[src/rtl/coax_rx.sv]
// coax_rx -- Manchester coax line receiver.
//
// Recovers bit timing from the raw coax line, recognises the start sequence
// (a run of ones, a low code violation, a one, a high code violation),
// deframes 12-bit-cell words (sync 1, ten data bits MSB first, even parity),
// and presents each word with a single-cycle strobe. A zero in the sync
// position followed by a high code violation ends the message.
//
// Ports:
//   clk         system clock
//   reset       asynchronous, active-low reset
//   rx          raw coax line level (asynchronous to clk)
//   active      high while a message is being received
//   data        last received word, held between strobes
//   strobe      one-cycle pulse, data valid in the same cycle
//   error       one-cycle pulse on any receive error
//   error_code  1 = parity, 2 = start sequence, 3 = framing / lost mid-bit
module coax_rx #(
    parameter int CLOCKS_PER_BIT = 8
) (
    input  logic       clk,
    input  logic       reset,
    input  logic       rx,
    output logic       active,
    output logic [9:0] data,
    output logic       strobe,
    output logic       error,
    output logic [1:0] error_code
);

    localparam int Q  = CLOCKS_PER_BIT / 4;
    localparam int TW = $clog2(5 * Q + 2);
    localparam int LW = $clog2(CLOCKS_PER_BIT);

    // The timer holds the number of clocks elapsed since the last real or
    // virtual mid-bit, the cycle that detected it counting as zero. A
    // violation stands for a virtual mid-bit Q clocks earlier, so the timer
    // resumes at Q+1 and the next real transition lands mid-window.
    localparam logic [TW-1:0] T_MID_LO  = TW'(3 * Q);
    localparam logic [TW-1:0] T_MID_HI  = TW'(5 * Q);
    localparam logic [TW-1:0] T_ONE     = TW'(1);
    localparam logic [TW-1:0] T_AFTER_V = TW'(Q + 1);
    localparam logic [LW-1:0] LOW_LAST  = LW'(CLOCKS_PER_BIT - 1);

    localparam logic [1:0] ERR_PARITY = 2'd1;
    localparam logic [1:0] ERR_START  = 2'd2;
    localparam logic [1:0] ERR_FRAME  = 2'd3;

    typedef enum logic [2:0] {
        ST_IDLE       = 3'd0,
        ST_ARM        = 3'd1,
        ST_START_ONES = 3'd2,
        ST_START_ONE  = 3'd3,
        ST_START_V1   = 3'd4,
        ST_DATA       = 3'd5,
        ST_PARITY     = 3'd6,
        ST_END        = 3'd7
    } state_t;

    // True when sync, data and parity together hold an even number of ones.
    function automatic logic parity_even_ok(input logic [11:0] word);
        parity_even_ok = ~(^word);
    endfunction

    logic          sync1_r;
    logic          rx_sync_r;
    logic          rx_prev_r;
    logic [TW-1:0] t_r;
    logic [LW-1:0] low_cnt_r;
    state_t        state_r;
    logic [2:0]    ones_r;
    logic [3:0]    bit_cnt_r;
    logic [9:0]    shift_r;
    logic          active_r;
    logic [9:0]    data_r;
    logic          strobe_r;
    logic          error_r;
    logic [1:0]    error_code_r;

    logic edge_s;
    logic bit_evt_s;
    logic viol_evt_s;
    logic any_evt_s;
    logic arm_rise_s;

    // Two-stage synchronizer plus previous-level register for edge detection
    always_ff @(posedge clk or negedge reset) begin
        if (!reset) begin
            sync1_r   <= 1'b0;
            rx_sync_r <= 1'b0;
            rx_prev_r <= 1'b0;
        end else begin
            sync1_r   <= rx;
            rx_sync_r <= sync1_r;
            rx_prev_r <= rx_sync_r;
        end
    end

    // Line event decode: mid-bit transitions and code violations
    always_comb begin
        edge_s     = 1'b0;
        bit_evt_s  = 1'b0;
        viol_evt_s = 1'b0;
        any_evt_s  = 1'b0;
        arm_rise_s = 1'b0;
        edge_s = rx_sync_r ^ rx_prev_r;
        if (edge_s && (t_r >= T_MID_LO) && (t_r <= T_MID_HI)) begin
            bit_evt_s = 1'b1;
        end else begin
            bit_evt_s = 1'b0;
        end
        if (!edge_s && (t_r == T_MID_HI)) begin
            viol_evt_s = 1'b1;
        end else begin
            viol_evt_s = 1'b0;
        end
        any_evt_s  = bit_evt_s | viol_evt_s;
        arm_rise_s = (state_r == ST_ARM) && edge_s && rx_sync_r;
    end

    // Bit timer: restarts on mid-bit transitions, re-centres after violations
    always_ff @(posedge clk or negedge reset) begin
        if (!reset) begin
            t_r <= {TW{1'b0}};
        end else if (bit_evt_s || arm_rise_s) begin
            t_r <= T_ONE;
        end else if (viol_evt_s) begin
            t_r <= T_AFTER_V;
        end else begin
            t_r <= t_r + TW'(1);
        end
    end

    // Receive FSM with registered outputs
    always_ff @(posedge clk or negedge reset) begin
        if (!reset) begin
            state_r      <= ST_IDLE;
            low_cnt_r    <= {LW{1'b0}};
            ones_r       <= 3'd0;
            bit_cnt_r    <= 4'd0;
            shift_r      <= 10'd0;
            active_r     <= 1'b0;
            data_r       <= 10'd0;
            strobe_r     <= 1'b0;
            error_r      <= 1'b0;
            error_code_r <= 2'd0;
        end else begin
            strobe_r <= 1'b0;
            error_r  <= 1'b0;
            case (state_r)
                ST_IDLE: begin
                    // Arm only after a full bit cell of quiet-low line
                    if (rx_sync_r) begin
                        low_cnt_r <= {LW{1'b0}};
                    end else if (low_cnt_r == LOW_LAST) begin
                        low_cnt_r <= {LW{1'b0}};
                        state_r   <= ST_ARM;
                    end else begin
                        low_cnt_r <= low_cnt_r + LW'(1);
                    end
                end
                ST_ARM: begin
                    if (arm_rise_s) begin
                        ones_r   <= 3'd1;
                        active_r <= 1'b1;
                        state_r  <= ST_START_ONES;
                    end else begin
                        state_r <= ST_ARM;
                    end
                end
                ST_START_ONES: begin
                    if (bit_evt_s && rx_sync_r) begin
                        if (ones_r != 3'd7) begin
                            ones_r <= ones_r + 3'd1;
                        end else begin
                            ones_r <= ones_r;
                        end
                    end else if (viol_evt_s && !rx_sync_r && (ones_r >= 3'd4)) begin
                        state_r <= ST_START_ONE;
                    end else if (any_evt_s) begin
                        state_r      <= ST_IDLE;
                        active_r     <= 1'b0;
                        error_r      <= 1'b1;
                        error_code_r <= ERR_START;
                    end else begin
                        state_r <= ST_START_ONES;
                    end
                end
                ST_START_ONE: begin
                    if (bit_evt_s && rx_sync_r) begin
                        state_r <= ST_START_V1;
                    end else if (any_evt_s) begin
                        state_r      <= ST_IDLE;
                        active_r     <= 1'b0;
                        error_r      <= 1'b1;
                        error_code_r <= ERR_START;
                    end else begin
                        state_r <= ST_START_ONE;
                    end
                end
                ST_START_V1: begin
                    if (viol_evt_s && rx_sync_r) begin
                        bit_cnt_r <= 4'd0;
                        state_r   <= ST_DATA;
                    end else if (any_evt_s) begin
                        state_r      <= ST_IDLE;
                        active_r     <= 1'b0;
                        error_r      <= 1'b1;
                        error_code_r <= ERR_START;
                    end else begin
                        state_r <= ST_START_V1;
                    end
                end
                ST_DATA: begin
                    // bit_cnt 0 is the sync position; 1..10 are data bits
                    if (bit_evt_s) begin
                        if (bit_cnt_r == 4'd0) begin
                            if (rx_sync_r) begin
                                bit_cnt_r <= 4'd1;
                            end else begin
                                state_r <= ST_END;
                            end
                        end else begin
                            shift_r <= {shift_r[8:0], rx_sync_r};
                            if (bit_cnt_r == 4'd10) begin
                                bit_cnt_r <= 4'd0;
                                state_r   <= ST_PARITY;
                            end else begin
                                bit_cnt_r <= bit_cnt_r + 4'd1;
                            end
                        end
                    end else if (viol_evt_s) begin
                        state_r      <= ST_IDLE;
                        active_r     <= 1'b0;
                        error_r      <= 1'b1;
                        error_code_r <= ERR_FRAME;
                    end else begin
                        state_r <= ST_DATA;
                    end
                end
                ST_PARITY: begin
                    // A parity error still delivers the word and keeps receiving
                    if (bit_evt_s) begin
                        data_r    <= shift_r;
                        strobe_r  <= 1'b1;
                        bit_cnt_r <= 4'd0;
                        state_r   <= ST_DATA;
                        if (!parity_even_ok({1'b1, shift_r, rx_sync_r})) begin
                            error_r      <= 1'b1;
                            error_code_r <= ERR_PARITY;
                        end else begin
                            error_r <= 1'b0;
                        end
                    end else if (viol_evt_s) begin
                        state_r      <= ST_IDLE;
                        active_r     <= 1'b0;
                        error_r      <= 1'b1;
                        error_code_r <= ERR_FRAME;
                    end else begin
                        state_r <= ST_PARITY;
                    end
                end
                ST_END: begin
                    if (viol_evt_s && rx_sync_r) begin
                        state_r  <= ST_IDLE;
                        active_r <= 1'b0;
                    end else if (any_evt_s) begin
                        state_r      <= ST_IDLE;
                        active_r     <= 1'b0;
                        error_r      <= 1'b1;
                        error_code_r <= ERR_FRAME;
                    end else begin
                        state_r <= ST_END;
                    end
                end
                default: begin
                    state_r  <= ST_IDLE;
                    active_r <= 1'b0;
                end
            endcase
        end
    end

    assign active     = active_r;
    assign data       = data_r;
    assign strobe     = strobe_r;
    assign error      = error_r;
    assign error_code = error_code_r;

endmodule

[config.mk]
export PLATFORM = sky130hd
export DESIGN_NAME = coax_rx
export DESIGN_NICKNAME = d
export VERILOG_FILES = /design/src/rtl/coax_rx.sv
export SDC_FILE = /design/constraint.sdc
export NUM_CORES = 1
export LEC_CHECK = 0
export ABC_AREA = 1
export CELL_PAD_IN_SITES_DETAIL_PLACEMENT = 0
export CELL_PAD_IN_SITES_GLOBAL_PLACEMENT = 2
export CORE_MARGIN = 4
export CORE_UTILIZATION = 31
export DETAILED_ROUTE_END_ITERATION = 7
export PLACE_DENSITY = 0.71
export SKIP_CTS_REPAIR_TIMING = 1
export SLEW_MARGIN = 20
export SYNTH_ARGS = -nofsm -noshare
export SYNTH_HDL_FRONTEND = slang
export SYNTH_SLANG_ARGS = --single-unit
export TNS_END_PERCENT = 20
[constraint.sdc]
create_clock -name clk -period 3 [get_ports clk]
set_input_delay 0.75 -clock clk [delete_from_list [all_inputs] [get_ports clk]]
set_output_delay 0.75 -clock clk [all_outputs]
set_load 0.02 [all_outputs]
==> results.sh <==
export IMPL_fmax_ghz=0.465
export IMPL_cp_required_ps=3200
export IMPL_numPortBuffers=17
export IMPL_reg2regPathDepth=12
export IMPL_first_iter_violations=89
export IMPL_cp_start_kind="flop"
export IMPL_synth_simple_area_share=0.307
export IMPL_synth_compound_area_frac=0.119
export IMPL_worst_pin_slew_ps=464
export IMPL_grtUsageTotal=0.129
export IMPL_ff2ff_setup_slack_ps=850
export IMPL_outcome="finished, final reports clean"
export IMPL_final_setup_viol_count=0
export IMPL_synth_nets=349
export IMPL_die_w_um=98.8
export IMPL_clkTransAtPathRegs_ps=100
export IMPL_core_area_um2=7890
export IMPL_power_per_cell_area_nw_per_um2=531
export IMPL_cp_arrival_ps=2350
export IMPL_clk_path_buf_depth=2
export IMPL_cts_htree_levels=2
export IMPL_fin_worst_skew_ps=11.4
export IMPL_layout_nets=370
export IMPL_area_delta_synth_final_pct=15.1
export IMPL_drc_errors=0
export IMPL_insertedDiodeCount=0
export IMPL_register_area_um2=1130
export IMPL_cts_sinks=45
export IMPL_drive_gt1_frac=0.0975
export IMPL_clk_latency_ps=310
export IMPL_grt_remaining_overflow=0
export IMPL_finalCriticalPeriod_ps=2150
export IMPL_wl_um=5840
export IMPL_synth_largest_area_cell="dfrtp_1"
export IMPL_leakage_nw=1.46
export IMPL_synth_top_family_by_area="simple AND/OR/NAND/NOR gates"
export IMPL_layout_commonest_cell="nand2_1"
export IMPL_synth_seq_area_share=0.441
export IMPL_vias=2141
export IMPL_hold_path_class="input port to async pin"
export IMPL_end_kind="flop"
export IMPL_avgSynthCellArea_um2=7.58
export IMPL_numCtsBuffers=5
export IMPL_ys_types=32
export IMPL_grt_pass1_vias=2071
export IMPL_crit_fanout=24
export IMPL_nFillCells=826
export IMPL_antenna_found_initial=0
export IMPL_synthAdderAreaFrac=0.0441
export IMPL_fp_dieH_um=98.8
export IMPL_synth_cells=337
export IMPL_fin_crit_sh=0.717
export IMPL_syn_area_um2=2550
export IMPL_layout_common_cells="nand2_1 (114), dfrtp_1 (45), inv_1 (42)"
export IMPL_yosys_warnings=0
export IMPL_synth_top_area_share=0.441
export IMPL_postRouteAntennaNets=0
export IMPL_rsz0062_at_grt="no"
export IMPL_tritoncts="yes"
export IMPL_synth_area_leaders="dfrtp_1 (44%), nand2_1 (17%), o21ai_0 (6.3%), inv_1 (6.2%), nand3_1 (5.7%)"
export IMPL_cts_root_buf="clkbuf_8"
export IMPL_r2r_start="t_r[0]$_DFF_PN0_"
export IMPL_firstDrtPassIters=4
export IMPL_final_setup_tns_ps=0
export IMPL_initial_core_util=0.324
export IMPL_globalplace_congestion=0.853
export IMPL_hpwl_um=4460
export IMPL_critPathKind="flop to flop"
export IMPL_fin_util=0.373
export IMPL_relSlewSlack=0.690
export IMPL_grt_max_degree=25
export IMPL_multi_input_area_um2=1220
export IMPL_cap_viol_max_count=0
export IMPL_hold_violations=0
export IMPL_rows=32
export IMPL_grt_pass1_wl_um=10300
export IMPL_ys_ff_latch=45
export IMPL_reg2reg_to="state_r[0]$_DFFE_PN0P_"
export IMPL_dieArea_um2=9760
export IMPL_final_max_slew_viol_count=0
export IMPL_vias_per_cell=4.64
export IMPL_wl_per_cell_um=12.7
export IMPL_vdd_drop_max_mv=0.249
export IMPL_synth_xor_area_share=0.00686
export IMPL_muxShareOfSynthArea=0
export IMPL_ios=18
==> synthesized netlist by cell type <==
master and number:
nand2_1 114, dfrtp_1 45, inv_1 42, o21ai_0 32, nand3_1 29, nor2_1 12
ha_1 9, nor2_2 6, nand2_2 5, nand4_1 4, a21oi_1 3, a31oi_1 3
inv_2 3, o21ai_1 3, o21ai_2 3, o31ai_1 3, buf_6 2, clkbuf_2 2
nand2_4 2, nor2_4 2, nor3_1 2, a211oi_1 1, a22oi_1 1, buf_2 1
clkinv_2 1, nand3_2 1, nand3b_1 1, o21a_1 1, o21ai_4 1, o22ai_1 1
xnor2_1 1, xor2_1 1
==> state kept, by name (all words and copies together), names as in the netlist <==
register    flops
active          1
error_code      2
low_cnt_r       3
sync1_r         1
rx_prev_r       1
rx_sync_r       1
strobe          1
ones_r          3
state_r         3
t_r             4
shift_r        10
data           10
bit_cnt_r       4
error           1
==> critical path: stages (launching register included) <==
cell and delay (ps):
dfrtp_1 420, inv_1 80, ha_1 200, nor2_1 180, o21ai_4 90, nand2_2 230
inv_1 140, nand2_2 350, nand2_1 90, inv_1 70, nand4_1 90, nand2_1 70
nand2_1 40
==> metal layers <==
layer	GRT usage	wire length [um]	vias to the layer above
li1	-	-	1122
met1	0.187	3010	992
met2	0.199	2600	23
met3	0.0255	177	4
met4	0.0284	55	0
met5	0	0	-
==> logic make-up after synthesis <==
group / after synthesis
adders and majority gates: 9
and+or+nand+nor: 178
buffers and inverters: 51
DFF: 45
AOI/OAI and AO/OA: 52
xor gates and xnor gates: 2
==> power by group <==
part	total, mW	switching [mW]	internal [mW]
clock network	0.487	0.233	0.254
registers	0.730	0.0616	0.668
logic	0.345	0.220	0.125
total	1.56	0.514	1.05
==> through the flow <==
stage	cells	instance area [um2]	setup WS, ps	hold slack [ps]	power, mW
detailed placement	453	2830	871	342	1.09
finish	461	2940	849	347	1.56
floorplan	337	2550	1390	331	0.999
CTS	461	2940	850	357	1.59
global route	461	2940	512	354	1.68
global placement	453	2830	916	341	1.08
==> cell type report <==
cell class | count | share of cell area
Clock inverter | 3 | 0.0162
Clock buffer | 5 | 0.0234
Multi-Input combinational cell | 241 | 0.414
Timing Repair Buffer | 19 | 0.0613
Sequential cell | 45 | 0.383
Tap cell | 102 | 0.0434
Inverter | 46 | 0.0591
==> worst max path at each step <==
stage,slack (ps),start,to,cells past startpoint
floorplan,1390,t_r[0]$_DFF_PN0_,error_code[0]$_DFFE_PN0P_,13
global placement,920,t_r[0]$_DFF_PN0_,state_r[0]$_DFFE_PN0P_,12
CTS,850,t_r[0]$_DFF_PN0_,state_r[0]$_DFFE_PN0P_,12
finish,850,t_r[0]$_DFF_PN0_,state_r[0]$_DFFE_PN0P_,12
global route,510,t_r[0]$_DFF_PN0_,state_r[0]$_DFFE_PN0P_,12
detailed placement,870,t_r[0]$_DFF_PN0_,state_r[0]$_DFFE_PN0P_,12
Power figures use the tool's default switching activity.
